### config.mk
export PLATFORM = sky130hd
export DESIGN_NAME = router_pkt_tx_flat
export DESIGN_NICKNAME = d
export VERILOG_FILES = /design/src/rtl/router_pkg.sv /design/src/rtl/router_pkt_tx_if.sv /design/src/rtl/router_pkt_tx.sv /design/src/flat_wrapper.sv
export SDC_FILE = /design/constraint.sdc
export NUM_CORES = 1
export LEC_CHECK = 0
export BUFFER_PORTS_ARGS = -buffer_cell sky130_fd_sc_hd__buf_2
export CAP_MARGIN = 10
export CELL_PAD_IN_SITES_DETAIL_PLACEMENT = 0
export CELL_PAD_IN_SITES_GLOBAL_PLACEMENT = 2
export CORE_MARGIN = 3
export CORE_UTILIZATION = 38
export CTS_BUF_LIST = sky130_fd_sc_hd__clkbuf_4
export DETAILED_ROUTE_END_ITERATION = 8
export HOLD_SLACK_MARGIN = 0.08
export PLACE_DENSITY_LB_ADDON = 0.1
export SLEW_MARGIN = 5
export SYNTH_ARGS = -nofsm -noshare
export SYNTH_HDL_FRONTEND = slang
export SYNTH_SLANG_ARGS = --single-unit
### constraint.sdc
create_clock -name clock -period 4.7 [get_ports clock]
set_input_delay 0.235 -clock clock [delete_from_list [all_inputs] [get_ports clock]]
set_output_delay 0.235 -clock clock [all_outputs]
set_load 0.01 [all_outputs]
### src/rtl/router_pkg.sv
// Shared definitions for the router packet source: header field layout,
// illegal destination code and transmit state encoding.
package router_pkg;

  localparam int HDR_DEST_LSB = 0;
  localparam int HDR_DEST_MSB = 1;
  localparam int HDR_LEN_LSB  = 2;
  localparam int HDR_LEN_MSB  = 7;

  localparam logic [1:0] DEST_ILLEGAL = 2'd3;

  typedef enum logic [2:0] {
    ST_IDLE,
    ST_HDR,
    ST_PLD,
    ST_PAR,
    ST_ERRW,
    ST_GAP
  } tx_state_t;

endpackage

### src/rtl/router_pkt_tx_if.sv
// Host request, payload stream and router-side signals of the packet source.
// slave = packet source view, master = host/router environment view.
interface router_pkt_tx_if #(
  parameter int LEN_W = 6
);
  logic             req_valid;
  logic             req_ready;
  logic [1:0]       req_dest;
  logic [LEN_W-1:0] req_len;
  logic             req_corrupt;
  logic             pl_valid;
  logic [7:0]       pl_data;
  logic             pl_ready;
  logic             busy;
  logic             err;
  logic [7:0]       data_out;
  logic             pkt_valid;
  logic             done;
  logic             tx_err;
  logic             underrun;
  logic             bad_req;

  modport slave (
    input  req_valid, req_dest, req_len, req_corrupt, pl_valid, pl_data, busy, err,
    output req_ready, pl_ready, data_out, pkt_valid, done, tx_err, underrun, bad_req
  );

  modport master (
    output req_valid, req_dest, req_len, req_corrupt, pl_valid, pl_data, busy, err,
    input  req_ready, pl_ready, data_out, pkt_valid, done, tx_err, underrun, bad_req
  );
endinterface

### src/rtl/router_pkt_tx.sv
// Packet source for the router input port: header, payload and even-XOR parity
// byte, with router stall handling, err sampling window and per-packet status.
module router_pkt_tx
  import router_pkg::*;
#(
  parameter int LEN_W    = 6,
  parameter int IFG      = 2,
  parameter int ERR_WAIT = 3
) (
  input logic            clock,
  input logic            resetn,
  router_pkt_tx_if.slave bus
);

  localparam int TMR_MAX = (IFG > ERR_WAIT) ? IFG : ERR_WAIT;
  localparam int TMR_W   = $clog2(TMR_MAX + 2);
  localparam logic [TMR_W-1:0] IFG_LD  = TMR_W'(IFG);
  localparam logic [TMR_W-1:0] ERRW_LD = TMR_W'(ERR_WAIT);

  tx_state_t        state, state_nxt;
  logic [7:0]       tx_byte, tx_byte_nxt;
  logic             tx_vld, tx_vld_nxt;
  logic [7:0]       acc, acc_nxt;
  logic [LEN_W-1:0] cnt, cnt_nxt;
  logic [TMR_W-1:0] tmr, tmr_nxt;
  logic             inv_par, inv_par_nxt;
  logic             done_pls, done_pls_nxt;
  logic             err_seen, err_seen_nxt;
  logic             under, under_nxt;
  logic             bad_pls, bad_pls_nxt;
  logic             req_rdy, pl_rdy;
  logic [7:0]       hdr;
  logic [7:0]       pay;

  always_comb begin
    hdr = '0;
    hdr[HDR_LEN_MSB:HDR_LEN_LSB]   = 6'(bus.req_len);
    hdr[HDR_DEST_MSB:HDR_DEST_LSB] = bus.req_dest;
  end

  // A missing payload byte is replaced by 0x00 and still counted in parity
  assign pay = bus.pl_valid ? bus.pl_data : 8'h00;

  always_ff @(posedge clock or negedge resetn) begin
    if (!resetn) begin
      state    <= ST_IDLE;
      tx_byte  <= '0;
      tx_vld   <= 1'b0;
      acc      <= '0;
      cnt      <= '0;
      tmr      <= IFG_LD;
      inv_par  <= 1'b0;
      done_pls <= 1'b0;
      err_seen <= 1'b0;
      under    <= 1'b0;
      bad_pls  <= 1'b0;
    end else begin
      state    <= state_nxt;
      tx_byte  <= tx_byte_nxt;
      tx_vld   <= tx_vld_nxt;
      acc      <= acc_nxt;
      cnt      <= cnt_nxt;
      tmr      <= tmr_nxt;
      inv_par  <= inv_par_nxt;
      done_pls <= done_pls_nxt;
      err_seen <= err_seen_nxt;
      under    <= under_nxt;
      bad_pls  <= bad_pls_nxt;
    end
  end

  always_comb begin
    state_nxt    = state;
    tx_byte_nxt  = tx_byte;
    tx_vld_nxt   = tx_vld;
    acc_nxt      = acc;
    cnt_nxt      = cnt;
    tmr_nxt      = tmr;
    inv_par_nxt  = inv_par;
    done_pls_nxt = 1'b0;
    err_seen_nxt = err_seen;
    under_nxt    = under;
    bad_pls_nxt  = 1'b0;
    req_rdy      = 1'b0;
    pl_rdy       = 1'b0;

    unique case (state)
      ST_IDLE: begin
        req_rdy = 1'b1;
        if (bus.req_valid) begin
          err_seen_nxt = 1'b0;
          under_nxt    = 1'b0;
          if (bus.req_dest == DEST_ILLEGAL) begin
            bad_pls_nxt = 1'b1;
          end else begin
            tx_byte_nxt = hdr;
            tx_vld_nxt  = 1'b1;
            acc_nxt     = hdr;
            cnt_nxt     = bus.req_len;
            inv_par_nxt = bus.req_corrupt;
            state_nxt   = ST_HDR;
          end
        end
      end

      ST_HDR, ST_PLD: begin
        // Router stall freezes the current byte and the payload handshake
        if (!bus.busy) begin
          if (cnt != '0) begin
            pl_rdy      = 1'b1;
            tx_byte_nxt = pay;
            acc_nxt     = acc ^ pay;
            cnt_nxt     = cnt - LEN_W'(1);
            if (!bus.pl_valid) under_nxt = 1'b1;
            state_nxt   = ST_PLD;
          end else begin
            tx_byte_nxt = acc ^ {8{inv_par}};
            tx_vld_nxt  = 1'b0;
            state_nxt   = ST_PAR;
          end
        end
      end

      ST_PAR: begin
        if (!bus.busy) begin
          tx_byte_nxt = '0;
          tmr_nxt     = ERRW_LD;
          state_nxt   = ST_ERRW;
        end
      end

      ST_ERRW: begin
        err_seen_nxt = err_seen | bus.err;
        if (tmr <= TMR_W'(1)) begin
          done_pls_nxt = 1'b1;
          tmr_nxt      = IFG_LD;
          state_nxt    = (IFG == 0) ? ST_IDLE : ST_GAP;
        end else begin
          tmr_nxt = tmr - TMR_W'(1);
        end
      end

      ST_GAP: begin
        if (tmr <= TMR_W'(1)) begin
          tmr_nxt   = IFG_LD;
          state_nxt = ST_IDLE;
        end else begin
          tmr_nxt = tmr - TMR_W'(1);
        end
      end

      default: state_nxt = ST_IDLE;
    endcase
  end

  // req_ready stays low while reset is held even though state already reads IDLE
  assign bus.req_ready = req_rdy & resetn;
  assign bus.pl_ready  = pl_rdy;
  assign bus.data_out  = tx_byte;
  assign bus.pkt_valid = tx_vld;
  assign bus.done      = done_pls;
  assign bus.tx_err    = err_seen;
  assign bus.underrun  = under;
  assign bus.bad_req   = bad_pls;

endmodule

### src/flat_wrapper.sv
// flat-port wrapper written by rule: the top's interface ports become plain ports
module router_pkt_tx_flat import router_pkg::*;
#(
  parameter int LEN_W    = 6,
  parameter int IFG      = 2,
  parameter int ERR_WAIT = 3
)
  (clock, resetn, bus_req_valid, bus_req_dest, bus_req_len, bus_req_corrupt, bus_pl_valid, bus_pl_data, bus_busy, bus_err, bus_req_ready, bus_pl_ready, bus_data_out, bus_pkt_valid, bus_done, bus_tx_err, bus_underrun, bus_bad_req);
  router_pkt_tx_if #(.LEN_W(LEN_W)) bus_i ();
  input logic clock;
  input logic resetn;
  input wire logic [$bits(bus_i.req_valid)-1:0] bus_req_valid;
  input wire logic [$bits(bus_i.req_dest)-1:0] bus_req_dest;
  input wire logic [$bits(bus_i.req_len)-1:0] bus_req_len;
  input wire logic [$bits(bus_i.req_corrupt)-1:0] bus_req_corrupt;
  input wire logic [$bits(bus_i.pl_valid)-1:0] bus_pl_valid;
  input wire logic [$bits(bus_i.pl_data)-1:0] bus_pl_data;
  input wire logic [$bits(bus_i.busy)-1:0] bus_busy;
  input wire logic [$bits(bus_i.err)-1:0] bus_err;
  output wire logic [$bits(bus_i.req_ready)-1:0] bus_req_ready;
  output wire logic [$bits(bus_i.pl_ready)-1:0] bus_pl_ready;
  output wire logic [$bits(bus_i.data_out)-1:0] bus_data_out;
  output wire logic [$bits(bus_i.pkt_valid)-1:0] bus_pkt_valid;
  output wire logic [$bits(bus_i.done)-1:0] bus_done;
  output wire logic [$bits(bus_i.tx_err)-1:0] bus_tx_err;
  output wire logic [$bits(bus_i.underrun)-1:0] bus_underrun;
  output wire logic [$bits(bus_i.bad_req)-1:0] bus_bad_req;
  assign bus_i.req_valid = bus_req_valid;
  assign bus_i.req_dest = bus_req_dest;
  assign bus_i.req_len = bus_req_len;
  assign bus_i.req_corrupt = bus_req_corrupt;
  assign bus_i.pl_valid = bus_pl_valid;
  assign bus_i.pl_data = bus_pl_data;
  assign bus_i.busy = bus_busy;
  assign bus_i.err = bus_err;
  assign bus_req_ready = bus_i.req_ready;
  assign bus_pl_ready = bus_i.pl_ready;
  assign bus_data_out = bus_i.data_out;
  assign bus_pkt_valid = bus_i.pkt_valid;
  assign bus_done = bus_i.done;
  assign bus_tx_err = bus_i.tx_err;
  assign bus_underrun = bus_i.underrun;
  assign bus_bad_req = bus_i.bad_req;
  router_pkt_tx #(.LEN_W(LEN_W), .IFG(IFG), .ERR_WAIT(ERR_WAIT)) u_core (.clock(clock), .resetn(resetn), .bus(bus_i));
endmodule
; ---- After elaboration in Yosys (flattened, before gate mapping)
; Index checks and enable logic that the tools add are counted.
[word_totals]
input_bits = 23
out_inout_bits = 15
memories = 0
register_bits = 34
mem_bits_ro = 0
ramBits = 0
elab_cells = 96
latchBits = 0
[op_classes]
n_mul = 0
shift = 0
order_cmp = 1
addsub = 2
mux = 46
reduce_logical = 16
div_mod_pow = 0
eq_ne = 15
n_bitwise = 5
[ops]
columns = operator, count
row1 = $mux 8, 8
row2 = $mux 3, 8
row3 = $mux 6, 4
row4 = $pmux 8 s3, 1
row5 = $reduce_and 5->1, 4
row6 = $mux 1, 18
row7 = $pmux 8 s2, 1
row8 = $xor 8x8->8, 2
row9 = $pmux 3 s5, 1
row10 = $ne 2x2->1 const B, 6
row11 = $pmux 6 s2, 1
row12 = $eq 3x2->1 const B, 2
row13 = $eq 3x3->1 const B, 2
row14 = $ne 2x1->1 const B, 3
row15 = $pmux 1 s2, 3
row16 = $pmux 3 s2, 1
row17 = $reduce_and 6->1, 1
row18 = $reduce_bool 2->1, 3
row19 = $reduce_bool 6->1, 1
row20 = $sub 6x1->6 const B, 1
row21 = $reduce_and 2->1, 2
row22 = $reduce_or 2->1, 2
row23 = $eq 3x1->1 const B, 1
row24 = $le 3x1->1 const B, 1
row25 = 8 further kinds, 8

; ---- Depth between registers and ports, before layout
; Gate-level depths: netlist of the first run.
[logic_depth]
ltp_word = 5
mapped_depth = 7
ltp_nobuf = 6

; ---- Worst setup path after synthesis of the first run
; No wires, ideal clock.
[synth_path]
kind = register to register
from = reg u_core.cnt[0]
to = reg u_core.tx_byte[0] (netlist: u_core.bus.data_out[0])
path_stages_with_launch = 8
t_arrival_ps = 1664
n_path_buf = 1
t_required_ps = 4612
synth_period_minus_slack_ps = 1752
path_slack_ps = 2948
setup_time_ps = 88
path_cell_list = dfrtp_1 > inv_1 > ha_1 > or4b_1 > clkbuf_1 > nor2_2 > nand3_1 > a41oi_1
[synth_via]
elab_chain_cells = 4
[synth_rtl]
columns = element, line_no
row1 = from (decl), router_pkt_tx.sv:24  ; logic [LEN_W-1:0] cnt, cnt_nxt;
row2 = from (signal assigned), router_pkt_tx.sv:62  ; cnt <= cnt_nxt;
row3 = $reduce_bool 6->1, router_pkt_tx.sv:109  ; if (cnt != '0) begin
row4 = $mux 8, router_pkt_tx.sv:109
row5 = $mux 8, router_pkt_tx.sv:108  ; if (!bus.busy) begin
row6 = $pmux 8 s3, router_pkt_tx.sv:87  ; unique case (state)
row7 = to (signal assigned), router_pkt_tx.sv:59  ; tx_byte <= tx_byte_nxt;
row8 = to (decl), router_pkt_tx.sv:21  ; logic [7:0] tx_byte, tx_byte_nxt;
; Every way passes these cells. The select of a mux whose other input is x is not followed.
; A chain may end at the register's enable or synchronous reset.

; ---- Final worst setup path of the first run
[layout_path]
from = reg u_core.state[1]
to = out bus_pl_ready
[layout_via]
elab_chain_cells = 3
elab_cells_between_ends = 4
classes_between = eq/ne (2) / mux (1) / reduce/logical (1)
[layout_rtl]
columns = element, line_no
row1 = from (decl), router_pkt_tx.sv:20  ; tx_state_t state, state_nxt;
row2 = from (signal assigned), router_pkt_tx.sv:58  ; state <= state_nxt;
row3 = $eq 3x1->1 / $eq 3x2->1 (equally long branches), router_pkt_tx.sv:87
row4 = $reduce_or 2->1 *, router_pkt_tx.sv:87
row5 = $mux 1 *, router_pkt_tx.sv:87
row6 = to (decl), flat_wrapper.sv:21  ; output wire logic [$bits(bus_i.pl_ready)-1:0] bus_pl_ready;
; Mark *: on every way between the ends. The rest lies on a longest branch, timed or not.

==> results.json, run 1 <==
{
  "rsz0062_at_grt": "no",
  "io-pin-count": 38,
  "worstPathMaxFanout": 15,
  "crit_type": "flip-flop to primary output",
  "yosys.cell_types.count": 51,
  "outcome": "finished, final reports clean",
  "drive_above_1_share_pct": 21.9,
  "grt_pass1_wl_microns": 9740,
  "num_vias": 1979,
  "seq_area_sq_um": 852,
  "drt-total-wl_microns": 6000,
  "holdCritPathClass": "primary input to flip-flop",
  "reg2reg_from": "u_core.state[1]",
  "clk_pin_slew_ns": 0.10,
  "r2r_end": "u_core.bus.data_out[1]",
  "multi_input_area_sq_um": 1240,
  "crit_arrival_ns": 2.81,
  "crit_chain": "xor2_1 > nand2_1 > nor3_1 > buf_2",
  "grt_pass1_vias": 1877,
  "rows": 27,
  "die_y_microns": 81.9,
  "finalSetupViolations": 0,
  "hold_viol": 0,
  "insertion_delay_ns": 0.34,
  "slowest_stage": "xor2_1",
  "async_reset_ff_share_pct": 100,
  "fin_tns_setup_ns": 0,
  "die_w_microns": 81.9,
  "relSlewSlack_pct": 36.7,
  "synth-main-ff-cell": "dfrtp_1",
  "endpoint": "bus_pl_ready",
  "dieArea_sq_um": 6710,
  "synthesis.area_sq_um": 2190,
  "numCtsBuffers": 5,
  "clockBufferDepth": 2,
  "power.density_nw_per_um2": 724,
  "antenna_cells": 0,
  "routabilityCongestion": 0.774,
  "power.leakage_nw": 1.03,
  "cts_setup_buffers": 0,
  "endpoint_kind": "primary output",
  "synth-seq-cells": 34,
  "yosysWarnings": 0,
  "r2r_setup_slack_ns": 1.92,
  "synth_edf_count": 0,
  "period_minus_slack_ns": 3.04,
  "nets": 303,
  "core-area_sq_um": 5540,
  "fin_skew_ns": 0.0177,
  "postRouteAntennaNets": 0,
  "drc": 0,
  "syn_to_final_growth_pct": 12.9,
  "timing.final.max_slew_violations": 0,
  "fmax_mhz": 329,
  "clock_sinks": 34,
  "vias_per_cell": 5.65,
  "finalCritPeriodShare_pct": 64.7,
  "antenna_found_initial": 0,
  "postSynthCellCount": 248,
  "ctsRootBufferMaster": "clkbuf_4",
  "cts-resized-gates": 0,
  "avgRoutedWirePerCell_microns": 17.1,
  "ctsHtreeMaxLevel": 2,
  "cts_tree": "built",
  "cap_violations": 0,
  "syn_nets": 274,
  "avgSynthCellArea_sq_um": 8.83,
  "tightestPinTransition_ns": 0.950,
  "port-buffer-count": 37,
  "grt.overflow.total": 0,
  "cp.required_ns": 4.47,
  "fillers": 583,
  "max_stage_delay_ns": 0.73,
  "vdd_drop_max_mv": 0.401,
  "critPathLaunchType": "flip-flop",
  "grt_max_degree": 36,
  "startpoint": "u_core.state[1]",
  "track_usage_pct": 19.3,
  "holdWs_ns": 0.136,
  "hpwlAfterDp_microns": 4340,
  "first_pass_iters": 4,
  "rr_worst_depth": 4,
  "start_util_pct": 39.5,
  "drtIter0Drc": 111,
  "seq_area_frac_synth_pct": 38.9
}
==> kinds of logic (layout without fill, tap and decap cells) <==
family | Yosys count | after routing | share of synthesized area, %
compound gates | 97 | 97 | 30.1
xor+xnor | 11 | 11 | 4.74
fa+ha+maj | 3 | 3 | 1.71
buf+inv | 25 | 55 | 4.63
flops | 34 | 34 | 38.9
mux | 4 | 4 | 1.94
simple gates | 74 | 74 | 18.0
==> worst min-delay path by stage <==
| stage | startpoint | end | slack (ns) | depth (start not counted) |
|---|---|---|---|---|
| floorplan | resetn | u_core.acc[0] | -0.06 | 0 |
| global placement | resetn | u_core.bus.data_out[3] | 0.31 | 2 |
| detailed placement | resetn | u_core.bus.data_out[5] | 0.32 | 2 |
| CTS | bus_req_corrupt | u_core.inv_par | 0.12 | 2 |
| global route | bus_req_corrupt | u_core.inv_par | 0.12 | 2 |
| finish | bus_req_corrupt | u_core.inv_par | 0.14 | 2 |
==> layout make-up <==
cell class                 count  area share, %
clock buffer                   8           2.43
inverter                       8           1.22
sequential                    34           34.5
multi-input combinational    189           50.0
timing repair buffer          39           8.20
tap                           72           3.65
==> timing repair <==
action                                  in CTS  in global routing
hold buffers                                 1                  0
endpoints found under the setup margin       0                  0
hold endpoints to repair                    33                  0
==> synth_stat cells (6+ instances only) <==
cell type	n	area share, %
a21oi_1	26	5.9
a31oi_1	6	1.7
buf_2	6	1.4
clkbuf_1	9	1.5
dfrtp_1	33	38
inv_1	8	1.4
nand2_1	21	3.6
nor2_1	16	2.7
nor3_1	7	1.6
o21ai_0	24	5.5
o2bb2ai_1	9	3.6
o31ai_1	6	2.1
xor2_1	6	2.4
==> per-stage QoR <==
stage | power, mW | setup slack [ns] | cells | util (%) | area [sq um]
finish | 1.79 | 1.66 | 350 | 44.6 | 2470
global route | 1.96 | 1.40 | 350 | 44.6 | 2470
CTS | 1.80 | 1.68 | 350 | 44.6 | 2470
detailed placement | 1.62 | 2.00 | 341 | 43.3 | 2400
global placement | 1.62 | 2.08 | 341 | 43.3 | 2400
floorplan | 1.37 | 2.95 | 248 | - | 2190
==> power by group <==
group	internal (mW)	switching [mW]	total [mW]
clock network	0.0770	0.100	0.177
registers	0.432	0.180	0.612
logic	0.419	0.580	1.00
total	0.928	0.860	1.79
==> worst max-delay path: cells and delay by family, from the launching register on <==
family / cells / cell delay [ns]
AND/OR/NAND/NOR: 2 / 0.91
buffers and inverters: 1 / 0.17
XOR/XNOR: 1 / 0.73
flip-flops: 1 / 0.67
==> sequential cells by signal, indices dropped and copies added (netlist names) <==
| name | cells |
|---|---|
| u_core.acc | 8 |
| u_core.bus.bad_req | 1 |
| u_core.bus.data_out | 8 |
| u_core.bus.done | 1 |
| u_core.bus.pkt_valid | 1 |
| u_core.bus.tx_err | 1 |
| u_core.bus.underrun | 1 |
| u_core.cnt | 6 |
| u_core.inv_par | 1 |
| u_core.state | 3 |
| u_core.tmr | 3 |
==> per-layer routing <==
metal	GRT usage, %	routed length, microns
met1	27.7	2910
met2	28.9	2750
met3	3.73	258
met4	5.98	79
met5	0	0
==> placed cells by master, fill, tap and decap left out, types with 3 or more instances in the layout <==
cell	instances
o221ai_1	4
xor2_1	6
nor4_1	3
nand2_1	21
inv_1	8
nor2_1	16
ha_1	3
o211ai_1	3
o21ai_0	24
o2bb2ai_1	9
o31ai_1	6
dfrtp_1	33
a41oi_1	3
nor3_1	7
a31oi_1	6
buf_2	37
nand3_1	4
xnor2_1	4
a21oi_1	26
or3_1	3
nor2b_1	3
a22o_1	4
clkbuf_4	8
(Power assumes the default switching activity.)
==> inputs of run 2 (changes only) <==
--- a/config.mk
+++ b/config.mk
@@ -10,7 +10,7 @@
 export CELL_PAD_IN_SITES_DETAIL_PLACEMENT = 0
 export CELL_PAD_IN_SITES_GLOBAL_PLACEMENT = 2
 export CORE_MARGIN = 3
-export CORE_UTILIZATION = 38
+export CORE_UTILIZATION = 35
 export CTS_BUF_LIST = sky130_fd_sc_hd__clkbuf_4
 export DETAILED_ROUTE_END_ITERATION = 8
 export HOLD_SLACK_MARGIN = 0.08
==> constraint.sdc (replaced) <==
create_clock -name clock -period 3 [get_ports clock]
set_input_delay 0.15 -clock clock [delete_from_list [all_inputs] [get_ports clock]]
set_output_delay 0.15 -clock clock [all_outputs]
set_load 0.01 [all_outputs]
==> run 2 against run 1 <==
Compared with the run above:
- wire length is 0.42% higher
- clock power rose by 55%
- hold slack worse by 0.040 ns
- non-clock buffer count grew 8
- via count fell by 1.3%
- clock skew down 0.0059 ns
- largest power group unchanged
- highest routed layer unchanged
==> results.json, run 2 (synthesis results as in run 1) <==
{
  "outcome": "finished, final reports clean",
  "cp.required_ns": 2.85,
  "fin_tns_setup_ns": 0,
  "antenna_cells": 0,
  "mostFrequentLayoutCell": "buf_2",
  "drc": 0,
  "drtIter0Drc": 119,
  "die_y_microns": 85.1,
  "final_core_util_pct": 42.5,
  "grt_max_degree": 36,
  "r2r_setup_slack_ns": 0.77,
  "critPathLaunchType": "flip-flop",
  "postRouteAntennaNets": 0,
  "finalCritPeriodShare_pct": 78.9,
  "crit_arrival_ns": 2.22,
  "syn_to_final_growth_pct": 16.3,
  "relSlewSlack_pct": 54.2,
  "holdWs_ns": 0.0957,
  "routabilityCongestion": 0.816,
  "drive_above_1_share_pct": 22.4,
  "core-area_sq_um": 5990,
  "crit_type": "flip-flop to primary output",
  "holdCritPathClass": "primary input to flip-flop",
  "path_delay_family": "simple AND/OR/NAND/NOR gates",
  "drt-total-wl_microns": 6020,
  "ctsHtreeMaxLevel": 2,
  "endpoint": "bus_pl_ready",
  "io-pin-count": 38,
  "vias_per_cell": 5.41,
  "first_pass_iters": 4,
  "clk_pin_slew_ns": 0.10,
  "tightestPinTransition_ns": 0.682,
  "cap_violations": 0,
  "clockBufferDepth": 2,
  "fmax_mhz": 422,
  "hpwlAfterDp_microns": 4430,
  "finalSetupViolations": 0,
  "crit_chain": "inv_1 > ha_1 > or4b_1 > nor2_2 > nor3_1 > buf_2",
  "dpl-instance-area_sq_um": 2430,
  "cts_setup_buffers": 0,
  "clock_sinks": 34,
  "endpoint_kind": "primary output",
  "path_depth": 6,
  "start_util_pct": 36.5,
  "dp.cells": 347,
  "finish.instance_area_sq_um": 2550,
  "worstPathMaxFanout": 7,
  "power.density_nw_per_um2": 1110,
  "track_usage_pct": 17.9,
  "grt_pass1_wl_microns": 10300,
  "antenna_found_initial": 0,
  "grt.overflow.total": 0,
  "ctsRootBufferMaster": "clkbuf_4",
  "rr_worst_depth": 4,
  "numCtsBuffers": 5,
  "max_stage_delay_ns": 0.59,
  "power.leakage_nw": 1.07,
  "place_ws_ns": 0.794,
  "power_mw": 2.82,
  "dieArea_sq_um": 7240,
  "mostFrequentLayoutCells": "37 x buf_2, 33 x dfrtp_1, 26 x a21oi_1",
  "vdd_drop_max_mv": 0.575,
  "rows": 28,
  "stdcell_count": 361,
  "fin_skew_ns": 0.0117,
  "cp_num_buf_inv": 2,
  "nets": 311,
  "timing.final.max_slew_violations": 0,
  "hold_viol": 0,
  "port-buffer-count": 37,
  "rsz0062_at_grt": "no",
  "cts_tree": "built",
  "reg2reg_from": "u_core.state[1]",
  "period_minus_slack_ns": 2.37,
  "die_w_microns": 85.1,
  "num_vias": 1954,
  "startpoint": "u_core.cnt[0]",
  "grt_pass1_vias": 1915,
  "insertion_delay_ns": 0.33,
  "slowest_stage": "or4b_1",
  "layout_setup_ws_ns": 0.633,
  "avgRoutedWirePerCell_microns": 16.7,
  "r2r_end": "u_core.cnt[1]"
}
run 2: changes by cell type in the layout (fill, tap and decap cells not counted):
cell           delta
dlygate4sd3_1     +5
buf_4             +3
run 2: how the worst min path moves through the flow:
stage / from / endpoint / slack (ns) / cells past startpoint
3_3_place_gp: resetn / u_core.inv_par / 0.22 / 2
5_1_grt: bus_err / u_core.bus.tx_err / 0.08 / 3
4_1_cts: bus_req_len[1] / u_core.bus.data_out[3] / 0.08 / 3
2_1_floorplan: resetn / u_core.acc[0] / -0.15 / 0
3_5_place_dp: resetn / u_core.bus.data_out[1] / 0.22 / 2
6_report: bus_err / u_core.bus.tx_err / 0.1 / 3
run 2: final cells by class:
class | instances | area [sq um]
clock buffers | 8 | 60.1
multi-input cells | 189 | 1240
inverters | 8 | 30.0
well taps | 75 | 93.8
flip-flops and latches | 34 | 852
fillers | 610 | 3440
repair buffers | 47 | 275
run 2: timing repair:
item	4_1_cts	5_1_grt
gates resized for setup	0	0
endpoints found under the hold margin	37	1
hold buffers	5	1
run 2: power by group:
| group | internal [mW] | switching (mW) |
|---|---|---|
| registers | 0.677 | 0.275 |
| clock network | 0.121 | 0.153 |
| logic | 0.685 | 0.909 |
run 2: metal layers:
| metal | track usage [%] | part of all wire, % | up-vias |
|---|---|---|---|
| met4 | 3.45 | 0.48 | 0 |
| met2 | 27.7 | 45 | 47 |
| met5 | 0 | 0 | - |
| met3 | 3.20 | 6.2 | 2 |
| met1 | 26.4 | 48 | 918 |
| li1 | - | - | 987 |
run 2: worst min-delay path, stage by stage:
cell     delay (ns)
buf_2          0.08
a21oi_1        0.05
nor2_1         0.11
